==> src/rtl/imm_decode_pkg.sv <==
// Shared opcode map, format codes and the immediate decode function used by
// the immediate-decode stage.
package imm_decode_pkg;

    localparam logic [6:0] OPC_LOAD   = 7'b0000011;
    localparam logic [6:0] OPC_JALR   = 7'b1100111;
    localparam logic [6:0] OPC_SYSTEM = 7'b1110011;
    localparam logic [6:0] OPC_OPIMM  = 7'b0010011;
    localparam logic [6:0] OPC_STORE  = 7'b0100011;
    localparam logic [6:0] OPC_BRANCH = 7'b1100011;
    localparam logic [6:0] OPC_LUI    = 7'b0110111;
    localparam logic [6:0] OPC_AUIPC  = 7'b0010111;
    localparam logic [6:0] OPC_JAL    = 7'b1101111;
    localparam logic [6:0] OPC_OP     = 7'b0110011;

    typedef enum logic [2:0] {
        FMT_R    = 3'd0,
        FMT_I    = 3'd1,
        FMT_S    = 3'd2,
        FMT_B    = 3'd3,
        FMT_U    = 3'd4,
        FMT_J    = 3'd5,
        FMT_SH   = 3'd6,
        FMT_NONE = 3'd7
    } fmt_e;

    typedef struct packed {
        logic [63:0] imm;
        fmt_e        fmt;
        logic        illegal;
    } dec_t;

    // Immediate is built at 64 bits; callers keep the low XLEN bits, which
    // is still a correct sign extension for XLEN = 32.
    function automatic dec_t imm_decode(input logic [31:0] inst, input int xlen);
        dec_t r;
        r.imm     = '0;
        r.fmt     = FMT_NONE;
        r.illegal = 1'b0;
        case (inst[6:0])
            OPC_LOAD, OPC_JALR, OPC_SYSTEM: begin
                r.fmt = FMT_I;
                r.imm = {{52{inst[31]}}, inst[31:20]};
            end
            OPC_OPIMM: begin
                // funct3 001 / 101 are the shifts: shamt only, inst[30] excluded
                if (inst[13:12] == 2'b01) begin
                    r.fmt = FMT_SH;
                    r.imm = (xlen == 64) ? {58'd0, inst[25:20]} : {59'd0, inst[24:20]};
                end else begin
                    r.fmt = FMT_I;
                    r.imm = {{52{inst[31]}}, inst[31:20]};
                end
            end
            OPC_STORE: begin
                r.fmt = FMT_S;
                r.imm = {{52{inst[31]}}, inst[31:25], inst[11:7]};
            end
            OPC_BRANCH: begin
                r.fmt = FMT_B;
                r.imm = {{51{inst[31]}}, inst[31], inst[7], inst[30:25], inst[11:8], 1'b0};
            end
            OPC_LUI, OPC_AUIPC: begin
                r.fmt = FMT_U;
                r.imm = {{32{inst[31]}}, inst[31:12], 12'd0};
            end
            OPC_JAL: begin
                r.fmt = FMT_J;
                r.imm = {{43{inst[31]}}, inst[31], inst[19:12], inst[20], inst[30:21], 1'b0};
            end
            OPC_OP: begin
                r.fmt = FMT_R;
            end
            default: begin
                r.illegal = 1'b1;
            end
        endcase
        return r;
    endfunction

endpackage

==> src/rtl/imm_decode_stage_sync_fifo.sv <==
// Synchronous FIFO with flush; head entry is read combinationally so data is
// visible in the cycle right after it is written.
module sync_fifo #(
    parameter int WIDTH = 8,
    parameter int DEPTH = 2
) (
    input  logic             clk,
    input  logic             rst,
    input  logic             push,
    input  logic             pop,
    input  logic             flush,
    output logic             full,
    output logic             empty,
    input  logic [WIDTH-1:0] din,
    output logic [WIDTH-1:0] dout
);
    localparam int AW = $clog2(DEPTH);
    localparam logic [AW:0] FULL_CNT = (AW + 1)'(DEPTH);

    logic [WIDTH-1:0] mem_q [DEPTH];
    logic [AW-1:0]    wr_ptr_q, wr_ptr_d;
    logic [AW-1:0]    rd_ptr_q, rd_ptr_d;
    logic [AW:0]      count_q, count_d;
    logic             do_push, do_pop;

    assign full    = (count_q == FULL_CNT);
    assign empty   = (count_q == '0);
    assign do_push = push && !full && !flush;
    assign do_pop  = pop && !empty && !flush;
    assign dout    = mem_q[rd_ptr_q];

    always_comb begin
        wr_ptr_d = wr_ptr_q;
        rd_ptr_d = rd_ptr_q;
        count_d  = count_q;
        if (flush) begin
            wr_ptr_d = '0;
            rd_ptr_d = '0;
            count_d  = '0;
        end else begin
            if (do_push) wr_ptr_d = wr_ptr_q + AW'(1);
            if (do_pop)  rd_ptr_d = rd_ptr_q + AW'(1);
            case ({do_push, do_pop})
                2'b10:   count_d = count_q + (AW + 1)'(1);
                2'b01:   count_d = count_q - (AW + 1)'(1);
                default: count_d = count_q;
            endcase
        end
    end

    always_ff @(posedge clk) begin
        if (rst) begin
            wr_ptr_q <= '0;
            rd_ptr_q <= '0;
            count_q  <= '0;
        end else begin
            wr_ptr_q <= wr_ptr_d;
            rd_ptr_q <= rd_ptr_d;
            count_q  <= count_d;
        end
    end

    always_ff @(posedge clk) begin
        if (do_push) mem_q[wr_ptr_q] <= din;
    end

endmodule

==> src/rtl/imm_decode_stage.sv <==
// Immediate-decode stage: decodes imm/format/target on the input side and
// buffers the results in a small FIFO between fetch and execute.
module imm_decode_stage
    import imm_decode_pkg::*;
#(
    parameter int XLEN  = 32,
    parameter int DEPTH = 2
) (
    input  logic            clk,
    input  logic            rst,
    input  logic            flush,
    input  logic            in_valid,
    output logic            in_ready,
    input  logic [31:0]     inst,
    input  logic [XLEN-1:0] pc,
    output logic            out_valid,
    input  logic            out_ready,
    output logic [XLEN-1:0] imm,
    output logic [2:0]      fmt,
    output logic [XLEN-1:0] target,
    output logic            illegal,
    output logic [15:0]     ill_count
);
    localparam int EW = XLEN + XLEN + 3 + 1;

    dec_t            dec;
    logic [XLEN-1:0] dec_imm, dec_target;
    logic [EW-1:0]   fifo_din, fifo_dout;
    logic            fifo_full, fifo_empty;
    logic            push, pop;
    logic [15:0]     ill_count_q, ill_count_d;

    assign dec        = imm_decode(inst, XLEN);
    assign dec_imm    = dec.imm[XLEN-1:0];
    assign dec_target = pc + dec_imm;
    assign fifo_din   = {dec_imm, dec_target, dec.fmt, dec.illegal};

    generate
        if (XLEN < 64) begin : g_unused_imm
            logic unused_imm_hi;
            assign unused_imm_hi = ^dec.imm[63:XLEN];
        end
    endgenerate

    // Ready depends only on the registered count, never on out_ready.
    assign in_ready  = !fifo_full;
    assign out_valid = !fifo_empty;
    assign push      = in_valid && in_ready && !flush;
    assign pop       = out_valid && out_ready && !flush;

    sync_fifo #(
        .WIDTH (EW),
        .DEPTH (DEPTH)
    ) u_fifo (
        .clk   (clk),
        .rst   (rst),
        .push  (push),
        .pop   (pop),
        .flush (flush),
        .full  (fifo_full),
        .empty (fifo_empty),
        .din   (fifo_din),
        .dout  (fifo_dout)
    );

    assign {imm, target, fmt, illegal} = fifo_dout;

    always_comb begin
        ill_count_d = ill_count_q;
        if (pop && illegal && (ill_count_q != 16'hFFFF)) begin
            ill_count_d = ill_count_q + 16'd1;
        end
    end

    always_ff @(posedge clk) begin
        if (rst) ill_count_q <= '0;
        else     ill_count_q <= ill_count_d;
    end

    assign ill_count = ill_count_q;

endmodule

==> config.mk <==
export PLATFORM = sky130hd
export DESIGN_NAME = imm_decode_stage
export DESIGN_NICKNAME = d
export VERILOG_FILES = /design/src/rtl/imm_decode_pkg.sv /design/src/rtl/imm_decode_stage_sync_fifo.sv /design/src/rtl/imm_decode_stage.sv
export SDC_FILE = /design/constraint.sdc
export NUM_CORES = 1
export LEC_CHECK = 0
export ABC_AREA = 1
export CAP_MARGIN = 20
export CELL_PAD_IN_SITES_DETAIL_PLACEMENT = 1
export CELL_PAD_IN_SITES_GLOBAL_PLACEMENT = 2
export CORE_MARGIN = 2
export CORE_UTILIZATION = 36
export DETAILED_ROUTE_END_ITERATION = 16
export GPL_ROUTABILITY_DRIVEN = 0
export PLACE_DENSITY = 0.95
export SETUP_SLACK_MARGIN = 0.3
export SYNTH_ARGS = -nofsm -noshare
export SYNTH_HDL_FRONTEND = slang
export SYNTH_SLANG_ARGS = --single-unit
==> constraint.sdc <==
create_clock -name clk -period 14.8 [get_ports clk]
set_clock_uncertainty 0.05 [all_clocks]
set_input_delay 3.7 -clock clk [delete_from_list [all_inputs] [get_ports clk]]
set_output_delay 3.7 -clock clk [all_outputs]
set_load 0.02 [all_outputs]
==> results of run 1 <==
-- metal layers --
metal | wire length (um) | vias up | global-route usage, %
met3 | 912 | 33 | 3.58
met2 | 13000 | 158 | 35.0
li1 | - | 3511 | -
met4 | 574 | 0 | 6.92
met5 | 0 | - | 0
met1 | 12000 | 3510 | 26.5
-- cell usage in the layout, fill, tap and decap left out, types with 2 or more instances in the layout --
cell and instances:
nand3_2 3, nor3b_2 2, nor2_4 5, xor2_1 24
nand3_1 47, o21ai_1 2, inv_4 2, dfxtp_1 20
o21ai_0 38, clkinv_1 3, inv_2 7, clkbuf_16 17
clkinvlp_4 2, a21o_1 2, nor2_2 5, nor3_2 6
nand2_2 18, ha_1 33, nand4_1 12, mux2_2 67
o21a_1 3, nor3b_1 2, nor3_1 9, inv_6 2
inv_1 113, o21bai_1 5, clkbuf_1 2, edfxtp_1 136
clkinv_4 3, a21oi_1 49, clkdlybuf4s50_1 154, a21oi_2 11
o22ai_1 2, buf_4 3, xnor2_1 3, nand2_1 225
nor2_1 71
-- sequential cells by signal, summed over array words and instances (netlist names), named ones only --
register / flops
ill_count: 16
u_fifo.count_q: 2
u_fifo.mem_q: 136
u_fifo.rd_ptr_q: 1
u_fifo.wr_ptr_q: 1
-- cell families (layout without fill, tap and decap cells) --
logic type	count (synthesis)	count (layout)	synth area share [%]
simple gates	411	411	20.4
flops	157	157	50.2
buf+inv	137	311	6.45
compound gates	113	113	7.08
mux	67	67	8.40
fa+ha+maj	34	34	4.82
xor+xnor	27	27	2.63
-- area by class of cell --
class | count | area [um^2] | area share (%)
clock inverters | 13 | 116 | 1.02
inverters | 122 | 463 | 4.06
repair buffers | 157 | 1560 | 13.7
flip-flops and latches | 157 | 4510 | 39.5
well taps | 324 | 405 | 3.56
clock buffers | 19 | 433 | 3.80
multi-input cells | 652 | 3910 | 34.3
-- power groups by stage --
| stage | combinational [mW] | sequential (mW) | clock, mW |
|---|---|---|---|
| global placement | 0.130 | 0.506 | 0 |
| detailed placement | 0.132 | 0.507 | 0 |
| global route | 0.144 | 0.498 | 0.442 |
| finish | 0.132 | 0.497 | 0.415 |
| floorplan | 0.0702 | 0.506 | 0 |
| CTS | 0.133 | 0.497 | 0.428 |
-- worst max-delay path, cell delays in order --
cell and delay [ns]:
clkdlybuf4s50_1 0.54, inv_2 0.08, nand3_1 0.12, nor2_1 0.07, nor2_2 0.13, nand3_2 0.13
o21ai_1 0.64, o21ai_0 0.47, ha_1 0.50, a21oi_1 0.29, o21ai_0 0.23, nand2_1 0.10
nand3_1 0.06, a21oi_1 0.17, nand2_1 0.08, nand2_1 0.06, nand2_1 0.06
-- worst paths after layout --
check	start	to	slack, ns	cells past startpoint
setup / recovery	inst[4]	u_fifo.mem_q[0][32]	7.49	17
hold / removal	u_fifo.rd_ptr_q	flop	0.46	2
setup reg to reg	flop	ill_count[4]	12.50	8
hold reg to reg	u_fifo.rd_ptr_q	flop	0.46	2
==> metrics list, run 1 <==
- Power density of the placed cells: 91.7 nW/um^2
- The number of global-route vias before repair was 7592.
- At the later pin of the worst-skew pair, clock insertion delay measures 0.44 ns.
- The total area inside the core boundary comes to approximately 24000 um^2.
- Worst slew pin tran: 1.03 ns
- Synthesized instance count: 946
- The die covers 26200 um^2.
- In the synthesized netlist the async set-or-reset flop fraction comes to 0%.
- Vias post-DR: 7212
- Leaving out filler cells and counting taps, the final layout contains 1444.
- Post-CTS repair changed the size of 0 cells.
* Leading register cell type out of synthesis: edfxtp_1
- Input/output buffers: 154
* Post-route total power: 1.04 mW
- Before CTS, the worst setup slack after placement is 7.12 ns.
- Setup repair after global routing left no endpoint under its margin.
- DRT antenna net count: 0
- CTS sink cnt: roughly 160
- Entering global routing, the biggest net connects 70 pins.
- For this run, the share of the core covered by cells in the final layout is 46.7%.
- Buffers inserted to repair hold after CTS numbered 0.
* Post-synth EDFFs: 136
* Placed cell area: 10800 um^2
- First-pass GRT wire length: around 40000 um
* Number of buffers created by CTS: 17
- In this run, the number of DRC markers left after iteration 0 of detailed routing was 369.
- Hold is met by 0.459 ns.
- Most frequent cell after synthesis: nand2_1
- Post-detailed-placement half-perimeter wirelength: between 20000 and 25000 um
- After synthesis, the cell types taking the most area are edfxtp_1 (45%), nand2_1 (9.4%), mux2_2 (8.4%), inv_1 (4.7%), dfxtp_1 (4.7%).
- Power share of the sequential group: 47.6%
- Depth of the CTS H-tree: 4
* Share of post-route cells with drive strength above 1: roughly 14%
- Post-route cell area: 11400 um^2
- The cell area that synthesis handed to floorplanning was 8980 um^2.
- For this run, the register share of the synthesized area comes to approximately 50%.
* Inst Count DP: between 1000 and 1500
- Endpoints failing hold: 0
- TritonCTS clock tree: yes
- CP Launch Type: input pin
- Inserted Diodes: 0
* Synthesis warning total: 0
- Maximum clock rate: approximately 140 MHz
* Leakage component of the power: 4.64 nW
- Width of the chip: 162 um
- The initial antenna violation count is 0.
- Across all setup checks in the final design, the least slack found is 7.49 ns.
- Flip-flop and latch count after synthesis: 157
- CTS placed an instance of clkbuf_16 at the clock tree root.
- Clock transition at the registers of the reported paths: 0.07 ns
* Average wire per standard cell: ~18 um
* Total Nets Final: 1210
* Area growth from synthesis to layout: 26.9%
- Type of the worst setup path: input pin to flop
* Max capacitance violation total: 0
- IR analysis of the VDD net gives a maximum drop of 0.0555 mV.
- The clock passes through at most 2 buffers.
* Total Routed Length: ~26000 um
- Post-synthesis cell type with the largest combined area: edfxtp_1
* Final sum of negative setup slack: 0 ns
* Part of the total power dissipated in the clock network: between 30% and 40%
- Psw: 0.263 mW
- Global routing used 20.6% of the available tracks across all layers.
- STA classifies the critical path endpoint as a flop.
- Required time at the worst-slack endpoint: 14.94 ns
- 155 I/O pins were placed.
- The worst pin sits at a relative slew slack of about 31%.
- The max-slew violation total from the final report came to 0.
- Count of buffers added by post-CTS timing repair for setup: 0
- The internal portion of the total power is 0.782 mW.
* Crit path DAT: 7.45 ns
- The smallest clock period supported by the final layout is computed as 7.31 ns.
- Fraction of synthesized cell area taken by the top area cell type: 45.5%
* Number of distinct standard cells referenced by the synthesized netlist: 44
- Die height: 162 um
- In the routed layout, each cell is associated on average with a via count of 4.99.
- HP Class: flop to flop
- Of all nets on the critical path, the largest fanout is 11.
- Post-route DRC violation count: 0
- The total overflow left after global routing is 0.
* Final critical-path share of the clock period: 49.4%
- Most frequent cells after synthesis: nand2_1 (225), edfxtp_1 (136), inv_1 (113)
- Share of power burned in combinational logic: 12.7%
* Synth Net Count: 1049
* Per-instance average area after synthesis: 9.49 um^2
- Run status: complete, no violations
- Initial core utilization: 36.8%
* Core Rows: 57
* Number of fill cells in the layout: around 2800
- The first detailed-routing pass ran for 5 iterations.
- Final count of negative-setup-slack endpoints: 0
* Switching power share of the total: 25.2%
Note: power is estimated with default switching activity, not from simulation.
==> run 2, diff against run 1 <==
--- a/config.mk
+++ b/config.mk
@@ -10,10 +10,10 @@
 export CELL_PAD_IN_SITES_DETAIL_PLACEMENT = 1
 export CELL_PAD_IN_SITES_GLOBAL_PLACEMENT = 2
 export CORE_MARGIN = 2
-export CORE_UTILIZATION = 36
+export CORE_UTILIZATION = 33
 export DETAILED_ROUTE_END_ITERATION = 16
 export GPL_ROUTABILITY_DRIVEN = 0
-export PLACE_DENSITY = 0.95
+export PLACE_DENSITY = 0.91
 export SETUP_SLACK_MARGIN = 0.3
 export SYNTH_ARGS = -nofsm -noshare
 export SYNTH_HDL_FRONTEND = slang
==> constraint.sdc (replaced) <==
create_clock -name clk -period 7.4 [get_ports clk]
set_clock_uncertainty 0.05 [all_clocks]
set_input_delay 1.85 -clock clk [delete_from_list [all_inputs] [get_ports clk]]
set_output_delay 1.85 -clock clk [all_outputs]
set_load 0.02 [all_outputs]
==> metrics list, run 2 (same netlist as run 1, synthesis figures left out) <==
* Number of buffers created by CTS: 17 (unchanged)
- CP endpoint kind: flop
* Final critical-path share of the clock period: 73.9%
- Commonest non-fill, non-tap cells in the layout: nand2_1 (225), clkdlybuf4s50_1 (154), edfxtp_1 (136)
- Hold Buf Count CTS: 0 (unchanged)
- The initial antenna violation count was 0 (unchanged).
- The footprint of the multi-input gates came to 3910 um^2 (unchanged).
* Count of buffers added by post-CTS timing repair for setup: 0 (unchanged)
- Run status: complete, no violations
* Die height: 169 um (+4.3%)
- Placed cell area: 10900 um^2 (+0.20%)
- Clock root buffer: clkbuf_16
- Post-route total power: 2.12 mW (+100%)
* Max FFs per register: 136 (unchanged)
- Full die area: 28500 um^2 (+8.9%)
- Final number of max-transition violations: 0 (unchanged)
* CP Launch Type: input pin
- Final sum of negative setup slack: 0 ns (unchanged)
- The number of placed I/O pins is 155 (unchanged).
- Core Rows: 60 (+5.3%)
- The total inserted antenna cells was 0 (unchanged).
- Worst slew margin: 34.5% (+3.2 points)
* Number of fill cells in the layout: 3016 (+7.7%)
- The number of global-route vias before repair was 7692 (+1.3%).
- The DRC violation count after routing was 0 (unchanged).
- The number of placed instances with taps included was 1429 (+1.2%).
- Setup repair after global routing missed its margin: false
- Leftover overflow at the end of global routing: 0 (unchanged)
- Post-detailed-placement half-perimeter wirelength: 21100 um (+4.5%)
* Depth of the CTS H-tree: 4 (unchanged)
- The number of vias after detailed routing was 7235 (+0.32%).
* Core occupancy in the finished layout: 42.7% (-4.1 points)
- The count of cells resized by post-cts repair came to 0 (unchanged).
- CTS sink cnt: 157 (unchanged)
- Pre-Repair DR Iteration Count: 4 (-1)
- Worst-case clock buffer depth: 2 (unchanged)
- First-pass GRT wire length: 42900 um (+4.2%)
- The highest fanout seen on the critical path is 11 (unchanged).
- Placeable Area: 26800 um^2 (+9.9%)
- From synthesis to final layout, the design area changed by 27.3%.
- The count of final setup violators came to 0 (unchanged).
* Leading cell type in the layout, fill and taps excluded: nand2_1
* Required time at the worst-slack endpoint: 7.52 ns (-7.42 ns)
* Worst slew pin tran: 0.980 ns (-0.0508 ns)
* Width of the chip: 169 um (+4.3%)
- Maximum clock rate: about 180 MHz
* Clk_lat worst skew: 0.43 ns (about the same)
- The share of cells above drive strength 1 came to 14.5% (+0.18 points).
- Total Routed Length: 27600 um (+4.4%)
- Sequential cell area: 4510 um^2 (unchanged)
- The critical path data arrival time was 5.59 ns (-1.86 ns).
* GRT Resource Usage Total: 19.8% (-0.79 points)
- The count of placed standard cells in the final layout, fillers left out came to 1461 (+1.2%).
* Worst hold-check slack: 0.460 ns (+0.00126 ns)
- Slack of the critical path: 1.93 ns (-5.56 ns)
- The post-placement worst setup slack is 1.61 ns (-5.51 ns).
- The static leakage was 4.66 nW (+0.39%).
* Clock transition at the registers of the reported paths: 0.07 ns (about the same)
- The per-cell via count in the routed design is 4.95 (-0.85%).
- TritonCTS built the clock tree.
- Max capacitance violation total: 0 (unchanged)
- HP Class: flop to flop
- The count of input and output buffers came to 154 (unchanged).
- The total count of hold-check failures in the final report is 0 (unchanged).
* Type of the worst setup path: input pin to flop
- DRT antenna net count: 0 (unchanged)
- Iter 0 DRT Violations: 372 (+0.81%)
- The net count reported at finish is 1210 (unchanged).
- The maximum number of pins on one net before global-route repair is 43 (-39%).
* Power density of the placed cells: 185 nW/um^2 (+100%)
* Initial core utilization: 33.5% (-3.3 points)
* Shortest clock period the worst path allows after layout: 5.47 ns
* Post-route cell area: 11400 um^2 (+0.31%)
- Average wire per standard cell: 18.9 um (+3.2%)
* Register name with the most flops: u_fifo.mem_q
- Worst supply voltage drop on vdd: 0.119 mV (+110%)
-- run 2: cell count changes in the layout (fill, tap and decap cells not counted) --
cell	previous run	this run
clkinv_1	3	0
inv_4	2	5
clkbuf_16	17	19
clkinvlp_4	2	0
bufinv_16	1	0
clkbuf_1	2	3
clkinv_4	3	4
inv_8	1	0
-- run 2: area by class of cell --
class | count | area share, %
clock inverter | 10 | 0.668
clock buffer | 22 | 4.26
inverter | 122 | 4.05
multi-input combinational | 652 | 34.2
timing repair buffer | 157 | 13.7
sequential | 157 | 39.4
tap | 341 | 3.73
-- run 2: routing by layer --
layer	part of all wire [%]	vias to the layer above	wire, um	GRT usage [%]
met3	4.2	29	1160	3.11
li1	-	3512	-	-
met2	49	198	13600	34.4
met4	1.6	0	428	5.51
met1	45	3496	12400	25.5
met5	0	-	0	0
-- run 2: final timing paths --
kind	to	slack [ns]	depth (start not counted)	start
setup / recovery	u_fifo.mem_q[1][31]	1.93	16	inst[4]
hold / removal	flop	0.46	2	u_fifo.rd_ptr_q
setup reg to reg	ill_count[4]	4.66	8	flop
hold reg to reg	flop	0.46	2	u_fifo.rd_ptr_q
-- run 2: where the power goes --
part	internal (mW)	switching (mW)
logic	0.111	0.157
registers	0.989	0.00600
clock network	0.474	0.384
-- run 2: worst max-delay path: stages --
cell	delay (ns)
clkdlybuf4s50_1	0.55
inv_2	0.08
nand3_1	0.11
nor2_1	0.07
nor2_2	0.12
nand3_2	0.13
o21ai_1	0.63
o21ai_0	0.43
ha_1	0.52
nand2_1	0.13
nor2_1	0.21
nand2_1	0.11
nor4_1	0.17
o21ai_0	0.23
nand3_1	0.14
nand2_1	0.09
==> run 3, diff against run 2 <==
==> constraint.sdc (replaced) <==
create_clock -name clk -period 5.25 [get_ports clk]
set_clock_uncertainty 0.05 [all_clocks]
set_input_delay 1.3125 -clock clk [delete_from_list [all_inputs] [get_ports clk]]
set_output_delay 1.3125 -clock clk [all_outputs]
set_load 0.02 [all_outputs]
==> metrics list, run 3 (same netlist as run 1, synthesis figures left out) <==
* Depth of the most critical reg-to-reg path: 8 (unchanged)
- The post-placement worst setup slack came to 0.321 ns (-1.29 ns).
- The critical path in this run is classified as input pin to flop.
- Die height: 169 um (unchanged)
* Post-detailed-placement half-perimeter wirelength: 21400 um (+1.2%)
- The clock latency on the worst-skew pair came to 0.43 ns (about the same).
- TritonCTS built the clock tree.
* CP Launch Type: input pin
* Full die area: 28500 um^2 (unchanged)
* Input/output buffers: 154 (unchanged)
- The number of buffers created by CTS is 17 (unchanged).
* Final critical-path share of the clock period: 85.7%
- Max capacitance violation total: 0 (unchanged)
* Reg-to-reg slack, setup: 2.90 ns (-1.76 ns)
* Part of the total power dissipated in the clock network: 43.1% (+2.6 points)
- The number of clock sinks seen by CTS was 157 (unchanged).
- Register name with the most flops: u_fifo.mem_q
- Final sum of negative setup slack: 0 ns (unchanged)
* Max FFs per register: 136 (unchanged)
* Setup repair after global routing missed its margin: false
- CP endpoint kind: flop
* Commonest non-fill, non-tap cells in the layout: nand2_1 (225), clkdlybuf4s50_1 (154), edfxtp_1 (136)
- The required time reported for the critical path endpoint came to 5.40 ns (-2.12 ns).
- The die width came to 169 um (unchanged).
- Maximum clock rate: 222 MHz
- Iter 0 DRT Violations: 399 (+7.3%)
* Critical register-to-register path endpoint: ill_count[3]
- The DRC violation count after routing was 0 (unchanged).
* Worst supply voltage drop on vdd: 0.196 mV (+65%)
* Vias post-DR: 7230 (-0.069%)
- The most critical setup path has its startpoint at inst[4].
- The run finished with clean final reports.
- Final count of negative-setup-slack endpoints: 0 (unchanged)
- The final wirelength was 27200 um (-1.3%).
* Area taken by multi-input logic gates: 3910 um^2 (unchanged)
- The total global routing overflow was 0 (unchanged).
- Psw: 0.771 mW (+41%)
- First-pass GRT wire length: 42400 um (-1.3%)
- The number of buffers added for setup after CTS is 0 (unchanged).
- Clock root buffer: clkbuf_16
- The area growth from synthesis to layout is 29.0%.
* HP Class: flop to flop
* Capture point of the critical path: u_fifo.mem_q[0][16]
- The share of cells above drive strength 1 came to 15.3% (+0.80 points).
- The number of placed I/O pins came to 155 (unchanged).
* Hold Buf Count CTS: 0 (unchanged)
* Pin count of the biggest net entering global routing: 39 (-9.3%)
- The total of fill cells in the finished design came to 2994 (-0.73%).
- Placeable Area: 26800 um^2 (unchanged)
- The clock transition at the registers of the reported paths is 0.07 ns (about the same).
- Slack of the critical path: 0.752 ns (-1.18 ns)
- The max-slew headroom at the worst pin is 39.7% (+5.2 points).
- Worst-case clock buffer depth: 2 (unchanged)
* Vias in the first global route: 7586 (-1.4%)
* Number of antenna violations at the first check in global routing: 0 (unchanged)
* Total internal power: 2.36 mW (+50%)
- The count of cells resized by post-cts repair is 0 (unchanged).
- Leakage component of the power: 4.73 nW (+1.5%)
- The power share of the combinational group is 12.1% (-0.5 points).
- Power share of the sequential group: 44.8% (-2.1 points)
- The critical path data arrival time was 4.65 ns (-0.94 ns).
- Final number of max-transition violations: 0 (unchanged)
- Inserted Diodes: 0 (unchanged)
- The worst path in the final design needs a cycle of 4.50 ns, including I/O delays and setup.
- The post-detailed-route count of antenna-violating nets was 0 (unchanged).
- The power density over cell area is 270 nW/um^2 (+46%).
- Initial core utilization: 33.5% (unchanged)
- The highest fanout seen on the critical path was 5 (-6).
* Depth of the CTS H-tree: 4 (unchanged)
- Worst slew pin tran: 0.902 ns (-0.0780 ns)
- GRT Resource Usage Total: 19.5% (-0.29 points)
* Switching power share of the total: 24.7% (-1.1 points)
* Leading cell type in the layout, fill and taps excluded: nand2_1
- The total count of hold-check failures in the final report is 0 (unchanged).
* Total Nets Final: 1217 (+0.58%)
* Average wire per standard cell: 18.6 um (-1.8%)
- The per-cell via count in the routed design is 4.93 (-0.55%).
- Sequential cell area: 4510 um^2 (unchanged)
* Pre-Repair DR Iteration Count: 4 (unchanged)
- Core Rows: 60 (unchanged)
[run 3: per-layer routing]
| metal | vias to the layer above | share of wire [%] | GRT usage (%) |
|---|---|---|---|
| li1 | 3528 | - | - |
| met1 | 3492 | 44 | 25.0 |
| met5 | - | 0 | 0 |
| met4 | 0 | 1.8 | 5.66 |
| met3 | 37 | 4.0 | 3.51 |
| met2 | 173 | 50 | 33.6 |
[run 3: area by class of cell]
cell class                 instances  share of cell area, %
sequential                       157                   38.9
timing repair buffer             164                   14.2
inverter                         122                   4.00
clock inverter                    15                   1.80
multi-input combinational        652                   33.8
clock buffer                      17                   3.67
tap                              341                   3.68
[run 3: how the worst min path moves through the flow]
| stage | start | end | slack [ns] | cells after the start |
|---|---|---|---|---|
| after floorplan | u_fifo.wr_ptr_q | u_fifo.wr_ptr_q | 0.41 | 2 |
| after global placement | u_fifo.rd_ptr_q | u_fifo.rd_ptr_q | 0.43 | 2 |
| after detailed placement | u_fifo.rd_ptr_q | u_fifo.rd_ptr_q | 0.44 | 2 |
| after CTS | u_fifo.rd_ptr_q | u_fifo.rd_ptr_q | 0.46 | 2 |
| after global routing | ill_count[15] | ill_count[15] | 0.49 | 2 |
| final | u_fifo.rd_ptr_q | u_fifo.rd_ptr_q | 0.45 | 2 |
[run 3: critical path: stages]
cell,delay [ns]
clkdlybuf4s50_1,0.54
inv_2,0.08
nor3_2,0.15
inv_1,0.08
nor2_2,0.22
o21ai_0,0.13
o21ai_0,0.18
ha_1,0.28
inv_1,0.08
fa_1,0.42
inv_1,0.10
nand3_1,0.07
nand2_1,0.17
nand2_1,0.08
nand2_1,0.17
nand2_1,0.09
nand2_2,0.13
xor2_1,0.35
[run 3: power groups by stage]
| stage | logic [mW] | registers, mW | clock network (mW) |
|---|---|---|---|
| floorplan | 0.198 | 1.43 | 0 |
| global placement | 0.372 | 1.43 | 0 |
| detailed placement | 0.378 | 1.43 | 0 |
| CTS | 0.381 | 1.40 | 1.38 |
| global route | 0.411 | 1.40 | 1.42 |
| finish | 0.379 | 1.40 | 1.35 |
[run 3: per-stage QoR]
| stage | std cells | cell area (um^2) | power, mW | hold slack (ns) | util (%) |
|---|---|---|---|---|---|
| after floorplan | 946 | 8980 | 1.63 | 0.409 | - |
| after global placement | 1436 | 10900 | 1.80 | 0.426 | 40.8 |
| after detailed placement | 1436 | 10900 | 1.81 | 0.441 | 40.8 |
| after CTS | 1468 | 11600 | 3.17 | 0.458 | 43.2 |
| after global routing | 1468 | 11600 | 3.24 | 0.492 | 43.2 |
| final | 1468 | 11600 | 3.13 | 0.453 | 43.2 |
